### config.mk
export PLATFORM = sky130hd
export DESIGN_NAME = serial_dataset_loader
export DESIGN_NICKNAME = d
export VERILOG_FILES = /design/src/rtl/loader_pkg.sv /design/src/rtl/serial_word_deser.sv /design/src/rtl/serial_dataset_loader.sv
export SDC_FILE = /design/constraint.sdc
export NUM_CORES = 1
export LEC_CHECK = 0
export CORE_ASPECT_RATIO = 0.9
export CORE_MARGIN = 4
export CORE_UTILIZATION = 50
export CTS_BUF_LIST = sky130_fd_sc_hd__clkbuf_4 sky130_fd_sc_hd__clkbuf_8
export DETAILED_ROUTE_END_ITERATION = 10
export PLACE_DENSITY = 0.72
export SYNTH_ARGS = -nofsm -noshare
export SYNTH_HDL_FRONTEND = slang
export SYNTH_SLANG_ARGS = --single-unit
### constraint.sdc
create_clock -name CLK -period 3 [get_ports CLK]
set_input_delay 0.3 -clock CLK [delete_from_list [all_inputs] [get_ports CLK]]
set_output_delay 0.3 -clock CLK [all_outputs]
set_load 0.1 [all_outputs]
### src/rtl/loader_pkg.sv
// Shared types and default geometry for the serial dataset loader.
package loader_pkg;

  localparam int unsigned LOADER_WORD_W       = 16;
  localparam int unsigned LOADER_MAX_FEATURES = 15;
  localparam int unsigned LOADER_ROW_W        = (LOADER_MAX_FEATURES + 1) * LOADER_WORD_W;

  typedef enum logic [1:0] {
    IDLE = 2'd0,
    LOAD = 2'd1,
    DONE = 2'd2
  } loader_state_e;

endpackage

### src/rtl/serial_word_deser.sv
// Serial-to-parallel word assembler, LANES bits per beat, LSB first.
// With LOADER_PARITY_EN an extra even-parity beat (lane 0) follows each word.
module serial_word_deser
  import loader_pkg::*;
#(
  parameter int unsigned WORD_W = LOADER_WORD_W,
  parameter int unsigned LANES  = 1
) (
  input  logic              clk_i,
  input  logic              rst_i,
  input  logic              clr_i,
  input  logic              en_i,
  input  logic [LANES-1:0]  lanes_i,
  output logic [WORD_W-1:0] word_o,
  output logic              done_o,
  output logic              par_err_o
);

  localparam int unsigned BEATS = WORD_W / LANES;
`ifdef LOADER_PARITY_EN
  localparam int unsigned LAST  = BEATS;
`else
  localparam int unsigned LAST  = BEATS - 1;
`endif
  localparam int unsigned CNT_W = $clog2(BEATS + 2);

  logic [CNT_W-1:0]  beat_q, beat_d;
  logic [WORD_W-1:0] sr_q, sr_d;

  always_comb begin
    beat_d    = beat_q;
    sr_d      = sr_q;
    done_o    = 1'b0;
    par_err_o = 1'b0;
    if (clr_i) begin
      beat_d = '0;
      sr_d   = '0;
    end else if (en_i) begin
      for (int unsigned b = 0; b < BEATS; b++) begin
        if (beat_q == CNT_W'(b)) sr_d[b*LANES +: LANES] = lanes_i;
      end
      if (beat_q == CNT_W'(LAST)) begin
        done_o = 1'b1;
        beat_d = '0;
`ifdef LOADER_PARITY_EN
        par_err_o = (lanes_i[0] != ^sr_q);
`endif
      end else begin
        beat_d = beat_q + CNT_W'(1);
      end
    end
  end

  // Word includes the beat arriving this cycle, so the caller can store it at this edge.
  assign word_o = sr_d;

  always_ff @(posedge clk_i) begin
    if (rst_i) begin
      beat_q <= '0;
      sr_q   <= '0;
    end else begin
      beat_q <= beat_d;
      sr_q   <= sr_d;
    end
  end

endmodule

### src/rtl/serial_dataset_loader.sv
// Loads data_points rows of feat+1 serial words each into a parallel row buffer.
// Optional parity checking is enabled with LOADER_PARITY_EN.
module serial_dataset_loader
  import loader_pkg::*;
#(
  parameter int unsigned WORD_W       = LOADER_WORD_W,
  parameter int unsigned MAX_FEATURES = LOADER_MAX_FEATURES,
  parameter int unsigned ADDR_WIDTH   = 12,
  parameter int unsigned LANES        = 1
) (
  input  logic                              CLK,
  input  logic                              RST,
  input  logic                              start,
  input  logic [3:0]                        feat,
  input  logic [ADDR_WIDTH-1:0]             data_points,
  input  logic                              s_valid,
  input  logic [LANES-1:0]                  s_data,
  output logic                              row_valid,
  output logic [ADDR_WIDTH-1:0]             row_addr,
  output logic [(MAX_FEATURES+1)*WORD_W-1:0] row_data,
  output logic                              busy,
  output logic                              done,
  output logic                              err
);

  localparam int unsigned ROW_BITS = (MAX_FEATURES + 1) * WORD_W;

  loader_state_e         state_q, state_d;
  logic [3:0]            feat_q, feat_d, col_q, col_d;
  logic [ADDR_WIDTH-1:0] npts_q, npts_d, row_q, row_d, raddr_q, raddr_d;
  logic [ROW_BITS-1:0]   rowbuf_q, rowbuf_d, rdata_q, rdata_d;
  logic                  rvalid_q, rvalid_d, err_q, err_d;
  logic                  deser_clr, deser_en, word_done, par_err;
  logic [WORD_W-1:0]     word;

  assign deser_en  = s_valid && (state_q == LOAD);
  assign deser_clr = start && (state_q != LOAD);

  serial_word_deser #(
    .WORD_W (WORD_W),
    .LANES  (LANES)
  ) u_deser (
    .clk_i     (CLK),
    .rst_i     (RST),
    .clr_i     (deser_clr),
    .en_i      (deser_en),
    .lanes_i   (s_data),
    .word_o    (word),
    .done_o    (word_done),
    .par_err_o (par_err)
  );

  always_comb begin
    state_d  = state_q;
    feat_d   = feat_q;
    npts_d   = npts_q;
    row_d    = row_q;
    col_d    = col_q;
    rowbuf_d = rowbuf_q;
    rdata_d  = rdata_q;
    raddr_d  = raddr_q;
    rvalid_d = 1'b0;
    err_d    = err_q;
    case (state_q)
      IDLE, DONE: begin
        if (start) begin
          feat_d   = feat;
          npts_d   = data_points;
          row_d    = '0;
          col_d    = feat;
          err_d    = 1'b0;
          rowbuf_d = '0;
          state_d  = (data_points == '0) ? DONE : LOAD;
        end
      end
      LOAD: begin
        if (word_done) begin
          if (par_err) err_d = 1'b1;
          for (int unsigned c = 0; c <= MAX_FEATURES; c++) begin
            if (col_q == 4'(c)) rowbuf_d[c*WORD_W +: WORD_W] = word;
          end
          // Column 0 is last: publish the merged row and restart the buffer.
          if (col_q == 4'd0) begin
            rvalid_d = 1'b1;
            raddr_d  = row_q;
            rdata_d  = rowbuf_d;
            rowbuf_d = '0;
            col_d    = feat_q;
            row_d    = row_q + ADDR_WIDTH'(1);
            if (row_q == npts_q - ADDR_WIDTH'(1)) state_d = DONE;
          end else begin
            col_d = col_q - 4'd1;
          end
        end
      end
      default: state_d = IDLE;
    endcase
  end

  always_ff @(posedge CLK) begin
    if (RST) begin
      state_q  <= IDLE;
      feat_q   <= '0;
      npts_q   <= '0;
      row_q    <= '0;
      col_q    <= '0;
      rowbuf_q <= '0;
      rdata_q  <= '0;
      raddr_q  <= '0;
      rvalid_q <= 1'b0;
      err_q    <= 1'b0;
    end else begin
      state_q  <= state_d;
      feat_q   <= feat_d;
      npts_q   <= npts_d;
      row_q    <= row_d;
      col_q    <= col_d;
      rowbuf_q <= rowbuf_d;
      rdata_q  <= rdata_d;
      raddr_q  <= raddr_d;
      rvalid_q <= rvalid_d;
      err_q    <= err_d;
    end
  end

  assign row_valid = rvalid_q;
  assign row_addr  = raddr_q;
  assign row_data  = rdata_q;
  assign busy      = (state_q == LOAD);
  assign done      = (state_q == DONE);
  assign err       = err_q;

endmodule

==> results.md, run 1 <==
* Status: complete, but fails checks
* Violated checks: negative setup slack
* Hold buffer count at CTS at 0
* Port buffer count at 291
* WP buf/inv at 1
* Reg area at 11290 sq um
* Hold crit path type: in2reg
* 1st-iter DRT viols at 2021
* Clk slew on worst S/H paths at 0.07 ns
* Initial core utilization at 50.55%
* Wire length on met3 at 5784 um
* Total CTS buffers at 90
* Max IR drop VDD at 0.2701 mV
* Worst slew pin tran at 1.341 ns
* Area of the multi-input gates at 10570 sq um
* Diodes inserted at 0
* Minimum clock period after layout at 3.081 ns
* Compound-gate portion of the synthesized area at 19.35%
* # Max-Cap Violations at 0
* Std-Cell Rows at 74
* Largest family of logic cells by synthesized area: compound AO/OA/AOI/OAI gates
* Routed WL at 72070 um
* Routed WL per cell at 21.20 um
* CP cell instances: inv_1 > ha_1 > or3b_1 > nand2_2 > o21ai_1 > a22oi_1 > nor2_1
* CTS tree: built
* CTS root buffer: clkbuf_8
* Largest stage delay, worst path at 1.15 ns
* GRT overflow at 0
* Crit. End Element: register
* Leakage at 9.304 nW
* Fin nets at 2756
* Max Fanout on Critical Path at 16
* Post-Synth Simple-Gate Area at 15.50%
* All-Layer GR Usage at 28.05%
* Placer Congestion at 0.8913
* Final setup viols at 34
* Die outline area at 49370 sq um
* Fraction of layout cells with a size suffix above 1 at 18.60%
* Post-synth net total at 2553
* Skew final at 0.02951 ns
* Clock latency on the worst-skew pair at 0.67 ns
* Crit path kind: reg2reg
* TritonRoute pass-1 iters at 6
* Final Hold Viols at 0
* Seq/Total Area, Yosys at 49.23%
* Startpoint Class: register
* Die Y at 211.2 um
* Mux share of post-synthesis cell area at 8.641%
* Adder-cell share of the synthesized area at 0.6001%
* Arrival time at the worst endpoint at 3.67 ns
* Global-route wire length before repair at 108800 um
* Vias in the first global route at 18696
* FFs w/ async S/R, synth at 0%
* Max-slew violations at 0
* CP delay by family, top: compound AO/OA/AOI/OAI gates
* CTS sink count at 564
* Unrepaired setup endpoints after global routing: yes
* Number of remaining DRC errors at 0
* CTS max path bufs at 3
* Setup TNS at -0.6793 ns
* Final ANT Viol Nets at 0
* Synthesized area at 22940 sq um
* Core footprint at 45370 sq um
* Uppermost layer routed: met5
* Seq cells post-synth at 564
* Die width at 233.8 um
* Total number of vias at 19770
* Post-Synth XOR/XNOR Area at 1.031%
* M1 WL at 31590 um
* Syn_area_per_cell at 9.098 sq um
* # fillers at 3951
* EDFF count, synth at 0
* CP max stage cell: o21ai_1
* Largest net degree at the start of global routing at 107
* Io pins at 293
* Slew headroom at 10.02%
* Synthesis-to-finish area growth at 21.20%
* Initial antenna violation count at 2
* Max Fclk at 324.5 MHz
* CTS HTree Levels at 3
* Setup WS post-layout at -0.08121 ns
* Req. time, crit path at 3.59 ns
* Cells after synthesis at 2521
* YS warnings at 0
* Via density at 5.816
* Post-synth top flop: dfxtp_1
* Final Total Pwr at 0.01539 W
* Post-DP HPWL at 45190 um
* PD cells at 553.7 nW/um^2
* Metal2 WL at 31720 um
* Yosys cell types at 63
* Final Cycle Share at 102.7%
## through the flow
| stage | std cells | utilization, % | area [sq um] | setup WS [ns] | hold slack, ns |
|---|---|---|---|---|---|
| floorplan | 2521 | - | 22940 | 0.7441 | 0.4303 |
| global placement | 3238 | 56.88 | 25800 | 0.1059 | 0.4432 |
| detailed placement | 3238 | 56.88 | 25800 | -0.001328 | 0.4521 |
| CTS | 3397 | 61.16 | 27750 | 0.01331 | 0.05103 |
| global route | 3399 | 61.27 | 27800 | -0.2238 | 0.09298 |
| finish | 3399 | 61.27 | 27800 | -0.08121 | 0.1059 |
## worst reg2reg max path, stage by stage (launching register included)
cell and delay [ns]:
dfxtp_1 0.45, inv_1 0.13, ha_1 0.24, or3b_1 0.34, nand2_2 0.36, o21ai_1 1.15, a22oi_1 0.19, nor2_1 0.15
## synth_stat cells (all sizes together), types with 2 or more instances
cell type | n | area (sq um)
dfxtp | 564 | 11290
nor2 | 514 | 1947
a22oi | 240 | 1802
a211oi | 204 | 1531
mux2i | 198 | 1982
nand2 | 185 | 699.4
buf | 150 | 799.5
clkbuf | 116 | 435.4
a21oi | 69 | 371.6
a311oi | 45 | 394.1
nor2b | 37 | 261.5
o21ai | 19 | 102.6
nand2b | 17 | 106.4
nand4 | 17 | 106.4
o31ai | 17 | 127.6
xnor2 | 15 | 131.4
inv | 14 | 52.55
xor2 | 12 | 105.1
and2 | 11 | 68.82
ha | 11 | 137.6
nand3 | 11 | 55.05
nor4 | 11 | 75.07
and3 | 8 | 50.05
nor3 | 7 | 46.30
and4 | 2 | 17.52
nand3b | 2 | 15.01
nor3b | 2 | 20.02
o211ai | 2 | 15.01
or2 | 2 | 12.51
## state kept, by name (all words and copies together), names as in the netlist, 4 cells and up
signal	cells
row_q	12
u_deser.beat_q	5
row_addr	12
feat_q	4
npts_q	12
rowbuf_q	240
row_data	256
u_deser.sr_q	16
col_q	4
## cells in the final DEF (no fill, tap or decap), types with 3 or more instances in the layout
master	count
dfxtp_1	564
nor2_1	511
buf_4	292
a22oi_1	240
a211oi_1	204
mux2i_1	198
nand2_1	183
clkbuf_8	116
clkdlybuf4s50_1	70
a21oi_1	52
a311oi_1	45
clkbuf_4	30
nor2b_1	22
nand2b_1	17
nand4_1	17
o31ai_1	17
a21oi_4	16
xnor2_1	15
buf_12	14
inv_1	13
xor2_1	12
and2_1	11
nand3_1	11
o21ai_1	10
nor2b_2	10
nor4_1	10
ha_1	10
and3_1	8
clkinv_2	8
nor3_1	6
o21ai_2	5
nor2b_4	5
o21ai_0	3
## final timing paths
path	startpoint	slack, ns	cells past startpoint	end
worst max-delay path	col_q[0]	-0.08	7	rowbuf_q[48]
worst min-delay path	RST	0.11	2	u_deser.sr_q[3]
worst max register to register	col_q[0]	-0.08	7	rowbuf_q[48]
worst min register to register	feat_q[2]	0.46	2	feat_q[2]
## timing repair
action,CTS,global route
cloned,0,0
gates resized for setup,2,6
setup endpoints to repair,2,140
buffers inserted,0,2
## cell type report
type                            count  area share (%)
Clock buffer                      146           6.554
Inverter                           15          0.2025
Timing Repair Buffer              377           11.47
Tap cell                          608           2.737
Clock inverter                     13          0.4006
Sequential cell                   564           40.62
Multi-Input combinational cell   1676           38.02
## metal layers
metal / up-vias / track usage [%]
li1: 9347 / -
met1: 9476 / 39.43
met2: 767 / 41.75
met3: 178 / 6.297
met4: 2 / 11.68
met5: - / 0
## power breakdown
part           internal [W]  leakage, nW  switching [W]
clock network       0.00392         1.03        0.00304
registers           0.00752         4.54      0.0000357
logic              0.000247         3.73       0.000634
## logic make-up (layout without fill, tap and decap cells)
logic type,after synthesis,count (layout)
other cells,1,1
compound gates,606,606
flops,564,564
xor+xnor,27,27
fa+ha+maj,11,11
mux,198,198
simple gates,833,833
buf+inv,281,551
Note: power is estimated with default switching activity, not from simulation.
==> inputs of run 2 (changes only) <==
CAP_MARGIN = 30   (was not set)
SETUP_SLACK_MARGIN = 0.5   (was not set)
==> run 2 against run 1 <==
The flow now finishes without violations; non-clock buffer count rose by 43; hold slack got worse by 0.0024 ns; die area did not move; core utilization rose by 1.8 points; wire length grew 4.3%; critical path type unchanged; critical endpoint is now row_data[211]; highest routed layer unchanged.
==> results.md, run 2 (synthesis gave the netlist of run 1 again) <==
* Status: complete, no violations
* Largest stage delay, worst path at 0.45 ns (-0.70 ns)
* Skew final at 0.03361 ns (+0.004100 ns)
* Fin nets at 2799 (+1.6%)
* Die width at 233.8 um (unchanged)
* Die outline area at 49370 sq um (unchanged)
* Vias in the first global route at 19118 (+2.3%)
* Worst slew pin tran at 0.9874 ns (-0.3533 ns)
* Reg2Reg Depth at 10 (+3)
* CP endpoint: row_data[211]
* All-Layer GR Usage at 28.43% (+0.39 points)
* Final Cell Area at 28600 sq um (+2.9%)
* Final setup viols at 0 (-100%)
* Routed WL per cell at 21.83 um (+3.0%)
* Core footprint at 45370 sq um (unchanged)
* Largest register FFs at 256 (unchanged)
* Setup WS post-layout at 0.5369 ns (+0.6181 ns)
* Std-Cell Rows at 74 (unchanged)
* PD cells at 533.9 nW/um^2 (-3.6%)
* Req. time, crit path at 3.59 ns (about the same)
* Pre-CTS setup slack at 0.1216 ns (+0.1229 ns)
* Synthesis-to-finish area growth at 24.68%
* Most frequent cells in the layout: dfxtp_1 (563), nor2_1 (511), buf_4 (307)
* Final ANT Viol Nets at 0 (unchanged)
* Final Hold Viols at 0 (unchanged)
* CTS sink count at 564 (unchanged)
* Global-route wire length before repair at 110600 um (+1.7%)
* Crit path kind: reg2reg
* Diodes inserted at 0 (unchanged)
* Clock latency on the worst-skew pair at 0.68 ns (about the same)
* Crit path from: col_q[0]
* Leakage at 10.00 nW (+7.5%)
* Crit. End Element: register
* Die Y at 211.2 um (unchanged)
* Io pins at 293 (unchanged)
* # Max-Cap Violations at 0 (unchanged)
* Number of remaining DRC errors at 0 (unchanged)
* Fraction of layout cells with a size suffix above 1 at 20.28% (+1.7 points)
* Unrepaired setup endpoints after global routing: yes
* CTS max path bufs at 3 (unchanged)
* Setup TNS at 0 ns (+0.6793 ns)
* CTS HTree Levels at 3 (unchanged)
* Via density at 5.886 (+1.2%)
* Total CTS buffers at 90 (unchanged)
* Port buffer count at 291 (unchanged)
* 1st-iter DRT viols at 2030 (+0.45%)
* Worst R2R Setup Slack at 0.54 ns (+0.62 ns)
* Initial core utilization at 50.55% (unchanged)
* CTS root buffer: clkbuf_8
* Placer Congestion at 0.8913 (unchanged)
* Most frequent CP cell: buf_4
* Max IR drop VDD at 0.3043 mV (+13%)
* CTS tree: built
* Hold crit path type: in2reg
* Initial antenna violation count at 2 (unchanged)
* Max Fanout on Critical Path at 26 (+10)
* Minimum clock period after layout at 2.463 ns (-0.6181 ns)
* R2r startpoint: col_q[0]
* Total number of vias at 20266 (+2.5%)
* Slew headroom at 34.07% (+24 points)
* CP max stage cell: or3b_4
* Most common cell after layout, fill and taps aside: dfxtp_1
* Arrival time at the worst endpoint at 3.05 ns (-0.62 ns)
* Max-slew violations at 0 (unchanged)
* Min Hold Slack at 0.1035 ns (-0.002383 ns)
* Routed WL at 75160 um (+4.3%)
* Startpoint Class: register
* Post-DP HPWL at 45670 um (+1.1%)
* DP Area at 25910 sq um (+0.42%)
* RR Endpoint: row_data[211]
* Final Total Pwr at 0.01527 W (-0.81%)
* TritonRoute pass-1 iters at 6 (unchanged)
* GRT overflow at 0 (unchanged)
* Largest net degree at the start of global routing at 107 (unchanged)
* Final Cycle Share at 82.10% (-21 points)
* Clk slew on worst S/H paths at 0.06 ns (about the same)
* Max Fclk at 406.0 MHz (+25%)
* CP cell instances: inv_1 > ha_1 > or3b_4 > nor3_4 > buf_4 > buf_16 > buf_4 > clkbuf_16 > nor2_1 > a211oi_1
==> run 2: metrics by stage <==
stage	utilization, %	instances
after global placement	56.88	3238
after floorplan	-	2521
after global routing	63.03	3443
after detailed placement	57.12	3249
final	63.03	3443
after CTS	61.70	3416
==> run 2: layout make-up <==
class | count | area (sq um)
clock buffer | 149 | 1788
timing repair buffer | 420 | 3931
clock inverter | 11 | 76.32
inverter | 15 | 56.30
tap | 608 | 760.7
multi-input combinational | 1676 | 10690
fill | 3779 | 16770
sequential | 564 | 11290
==> run 2: repair_timing <==
action                     CTS  global route
setup endpoints to repair  192           419
pin swaps                    1             2
cloned                       2             7
setup buffers                5            20
gates resized for setup     15            50
hold buffers                 0             0
==> run 2: where the power goes <==
group | switching, W | internal, W | total (W)
combinational | 0.000656 | 0.000297 | 0.000953
sequential | 0.0000373 | 0.00752 | 0.00755
clock | 0.00301 | 0.00375 | 0.00676
==> run 2: worst max-delay path: cells and delay by family (launching register included) <==
kind,cells,cell delay (ns)
fa+ha+maj,1,0.21
simple gates,3,0.71
flops,1,0.38
buf+inv,5,0.89
compound gates,1,0.19
==> run 2: metal layers <==
layer / vias up / routed length (um) / global-route usage (%)
li1: 9417 / - / -
met1: 9807 / 32090 / 39.67
met2: 882 / 33490 / 42.69
met3: 158 / 6818 / 6.904
met4: 2 / 2747 / 11.08
met5: - / 13 / 0
==> run 2: worst min path at each step <==
| stage | from | endpoint | slack, ns | cells after the start |
|---|---|---|---|---|
| final | RST | row_valid | 0.10 | 2 |
| after detailed placement | feat_q[0] | feat_q[0] | 0.45 | 2 |
| after global routing | RST | rowbuf_q[95] | 0.09 | 2 |
| after global placement | feat_q[0] | feat_q[0] | 0.44 | 2 |
| after floorplan | u_deser.beat_q[4] | u_deser.beat_q[4] | 0.43 | 2 |
| after CTS | RST | row_valid | 0.06 | 2 |
==> inputs of run 3 (changes only) <==
PLACE_DENSITY = 0.75   (was 0.72)
clock period = 2.26 ns   (was 3 ns; I/O delays follow)
==> run 3 against run 2 <==
The flow now finishes with violations (negative setup slack); flip-flop and latch count unchanged; clock-buffer cell count decreased by 7; sequential power increased by 32%; final cell count increased by 6.8%; clock skew increased by 0.0080 ns; maximum frequency increased by 7.3%; critical path depth increased by 1; global-route usage increased by 3.7 points; core utilization increased by 14 points; die area unchanged; via count increased by 15%; critical path type unchanged.
==> results.md, run 3 (synthesis gave the netlist of run 1 again) <==
* Worst R2R Setup Slack at -0.04 ns (-0.57 ns)
* CTS root buffer: clkbuf_8
* Max Fanout on Critical Path at 6 (-77%)
* Worst slew pin tran at 0.6837 ns (-0.3037 ns)
* Crit. End Element: register
* Max-slew violations at 0 (unchanged)
* CTS max path bufs at 3 (unchanged)
* Routed WL at 96520 um (+28%)
* Setup WS post-layout at -0.03652 ns (-0.5734 ns)
* Total CTS buffers at 90 (unchanged)
* Worst Hold Depth at 3 (+1)
* Placer Congestion at 0.9534 (+7.0%)
* Number of remaining DRC errors at 0 (unchanged)
* Arrival time at the worst endpoint at 2.87 ns (-0.18 ns)
* Most common cell after layout, fill and taps aside: dfxtp_1
* TritonRoute pass-1 iters at 6 (unchanged)
* Synthesis-to-finish area growth at 52.06%
* Status: complete, but fails checks
* Most frequent cells in the layout: dfxtp_1 (552), nor2_1 (454), buf_4 (395)
* # Max-Cap Violations at 0 (unchanged)
* All-Layer GR Usage at 32.14% (+3.7 points)
* CTS sink count at 564 (unchanged)
* Port buffer count at 291 (unchanged)
* Via density at 6.349 (+7.9%)
* Largest stage delay, worst path at 0.34 ns (-0.11 ns)
* Startpoint Class: register
* Req. time, crit path at 2.83 ns (-0.76 ns)
* Skew final at 0.04165 ns (+0.008040 ns)
* Violated checks: negative setup slack
* Post-DP HPWL at 50090 um (+9.7%)
* Reg2Reg Depth at 11 (+1)
* CP max stage cell: dfxtp_2
* Max IR drop VDD at 0.6289 mV (+110%)
* Std-Cell Rows at 74 (unchanged)
* Io pins at 293 (unchanged)
* Hold crit path type: in2reg
* Final Total Pwr at 0.02150 W (+41%)
* Final Cycle Share at 101.6% (+20 points)
* CP delay by family, top: buffers and inverters
* Final Hold Viols at 0 (unchanged)
* Clock latency on the worst-skew pair at 0.72 ns (+0.04 ns)
* Leakage at 12.12 nW (+21%)
* Die Y at 211.2 um (unchanged)
* Crit path from: u_deser.beat_q[4]
* PD cells at 616.4 nW/um^2 (+15%)
* CP cell instances: buf_6 > nand4bb_4 > buf_8 > buf_12 > o31ai_4 > a21oi_4 > nor2b_4 > buf_12 > buf_16 > a22oi_1 > nor2_1
* Unrepaired setup endpoints after global routing: yes
* Initial antenna violation count at 2 (unchanged)
* Largest register FFs at 256 (unchanged)
* Final setup viols at 5 (+5)
* Crit path kind: reg2reg
* Hold_sp: data_points[0]
* Most frequent CP cell: buf_12
* Vias in the first global route at 20890 (+9.3%)
* Min Hold Slack at 0.1257 ns (+0.02219 ns)
* Initial core utilization at 50.55% (unchanged)
* Final ANT Viol Nets at 0 (unchanged)
* CTS tree: built
* 1st-iter DRT viols at 2971 (+46%)
* Fin nets at 3034 (+8.4%)
* Die width at 233.8 um (unchanged)
* # fillers at 2587 (-32%)
* GRT overflow at 0 (unchanged)
* RR Endpoint: rowbuf_q[181]
* Global-route wire length before repair at 124100 um (+12%)
* Logic depth of the worst path, buffers included at 11 (+1)
* Core footprint at 45370 sq um (unchanged)
* Die outline area at 49370 sq um (unchanged)
* Routed WL per cell at 26.24 um (+20%)
* Total number of vias at 23353 (+15%)
* Worst Hold Path EP: npts_q[0]
* Fraction of layout cells with a size suffix above 1 at 40.73% (+20 points)
* CTS HTree Levels at 3 (unchanged)
* Max Fclk at 435.4 MHz (+7.3%)
* WP buf/inv at 5 (unchanged)
* Minimum clock period after layout at 2.297 ns (-0.1666 ns)
* R2r startpoint: u_deser.beat_q[4]
* Slew headroom at 54.42% (+20 points)
* Clk slew on worst S/H paths at 0.06 ns (about the same)
* Largest net degree at the start of global routing at 93 (-13%)
-- run 3: changes by cell type in the layout (fill, tap and decap cells not counted), moves of 28 or more --
cell             previous run  this run
a211oi_1                  204        99
a211oi_2                    0       105
a22oi_1                   240       137
a22oi_2                     0       103
buf_4                     307       395
buf_12                     18       100
nor2_1                    511       454
buf_6                       8        55
clkbuf_16                   7        40
clkdlybuf4s50_1            49        19
nor2_2                      0        29
nor2_4                      3        31
-- run 3: what timing repair did --
action | CTS | global route
gates cloned | 24 | 46
setup buffers | 70 | 58
gates resized for setup | 190 | 391
setup endpoints to repair | 543 | 543
pin swaps | 57 | 144
endpoints found under the hold margin | 9 | 0
hold buffers | 1 | 0
-- run 3: per-layer routing --
metal	vias up	GRT usage [%]	part of all wire (%)
met1	11466	43.79	38
met5	-	0	0.012
met4	2	14.22	6.0
met2	1553	50.14	45
li1	9916	-	-
met3	416	5.893	10
-- run 3: power by group --
group	leakage [nW]	switching, W	internal [W]	total [W]
registers	4.55	0.0000531	0.00997	0.0100
logic	6.55	0.00120	0.000788	0.00199
clock network	1.02	0.00425	0.00523	0.00948
-- run 3: final cells by class --
class	count	area [sq um]	share of cell area, %
clock inverters	17	157.7	0.4520
repair buffers	652	7744	22.20
multi-input cells	1679	13040	37.38
clock buffers	142	1779	5.102
diodes	1	2.502	0.007175
inverters	15	76.32	0.2188
flip-flops and latches	564	11320	32.46
well taps	608	760.7	2.181
-- run 3: worst max-delay path by stage --
stage / endpoint / slack (ns)
after floorplan: state_q[0] / 0.37
after global placement: rowbuf_q[243] / -0.30
after detailed placement: rowbuf_q[195] / -0.37
after CTS: row_data[71] / 0.17
after global routing: rowbuf_q[181] / -0.05
final: rowbuf_q[181] / -0.04
-- run 3: worst register-to-register path, stage by stage (launching register included) --
cell	delay, ns
dfxtp_2	0.34
buf_6	0.12
nand4bb_4	0.23
buf_8	0.18
buf_12	0.15
o31ai_4	0.28
a21oi_4	0.09
nor2b_4	0.16
buf_12	0.13
buf_16	0.14
a22oi_1	0.27
nor2_1	0.08
-- run 3: stage by stage --
step	std cells	util (%)	setup slack, ns	setup TNS (ns)	area [sq um]
after floorplan	2521	-	0.3659	0	23890
after global routing	3677	76.87	-0.04992	-0.1339	34870
final	3678	76.87	-0.03652	-0.06954	34880
after global placement	3319	60.05	-0.2993	-37.66	27240
after detailed placement	3319	60.05	-0.3692	-53.35	27240
after CTS	3573	69.54	0.1686	0	31550
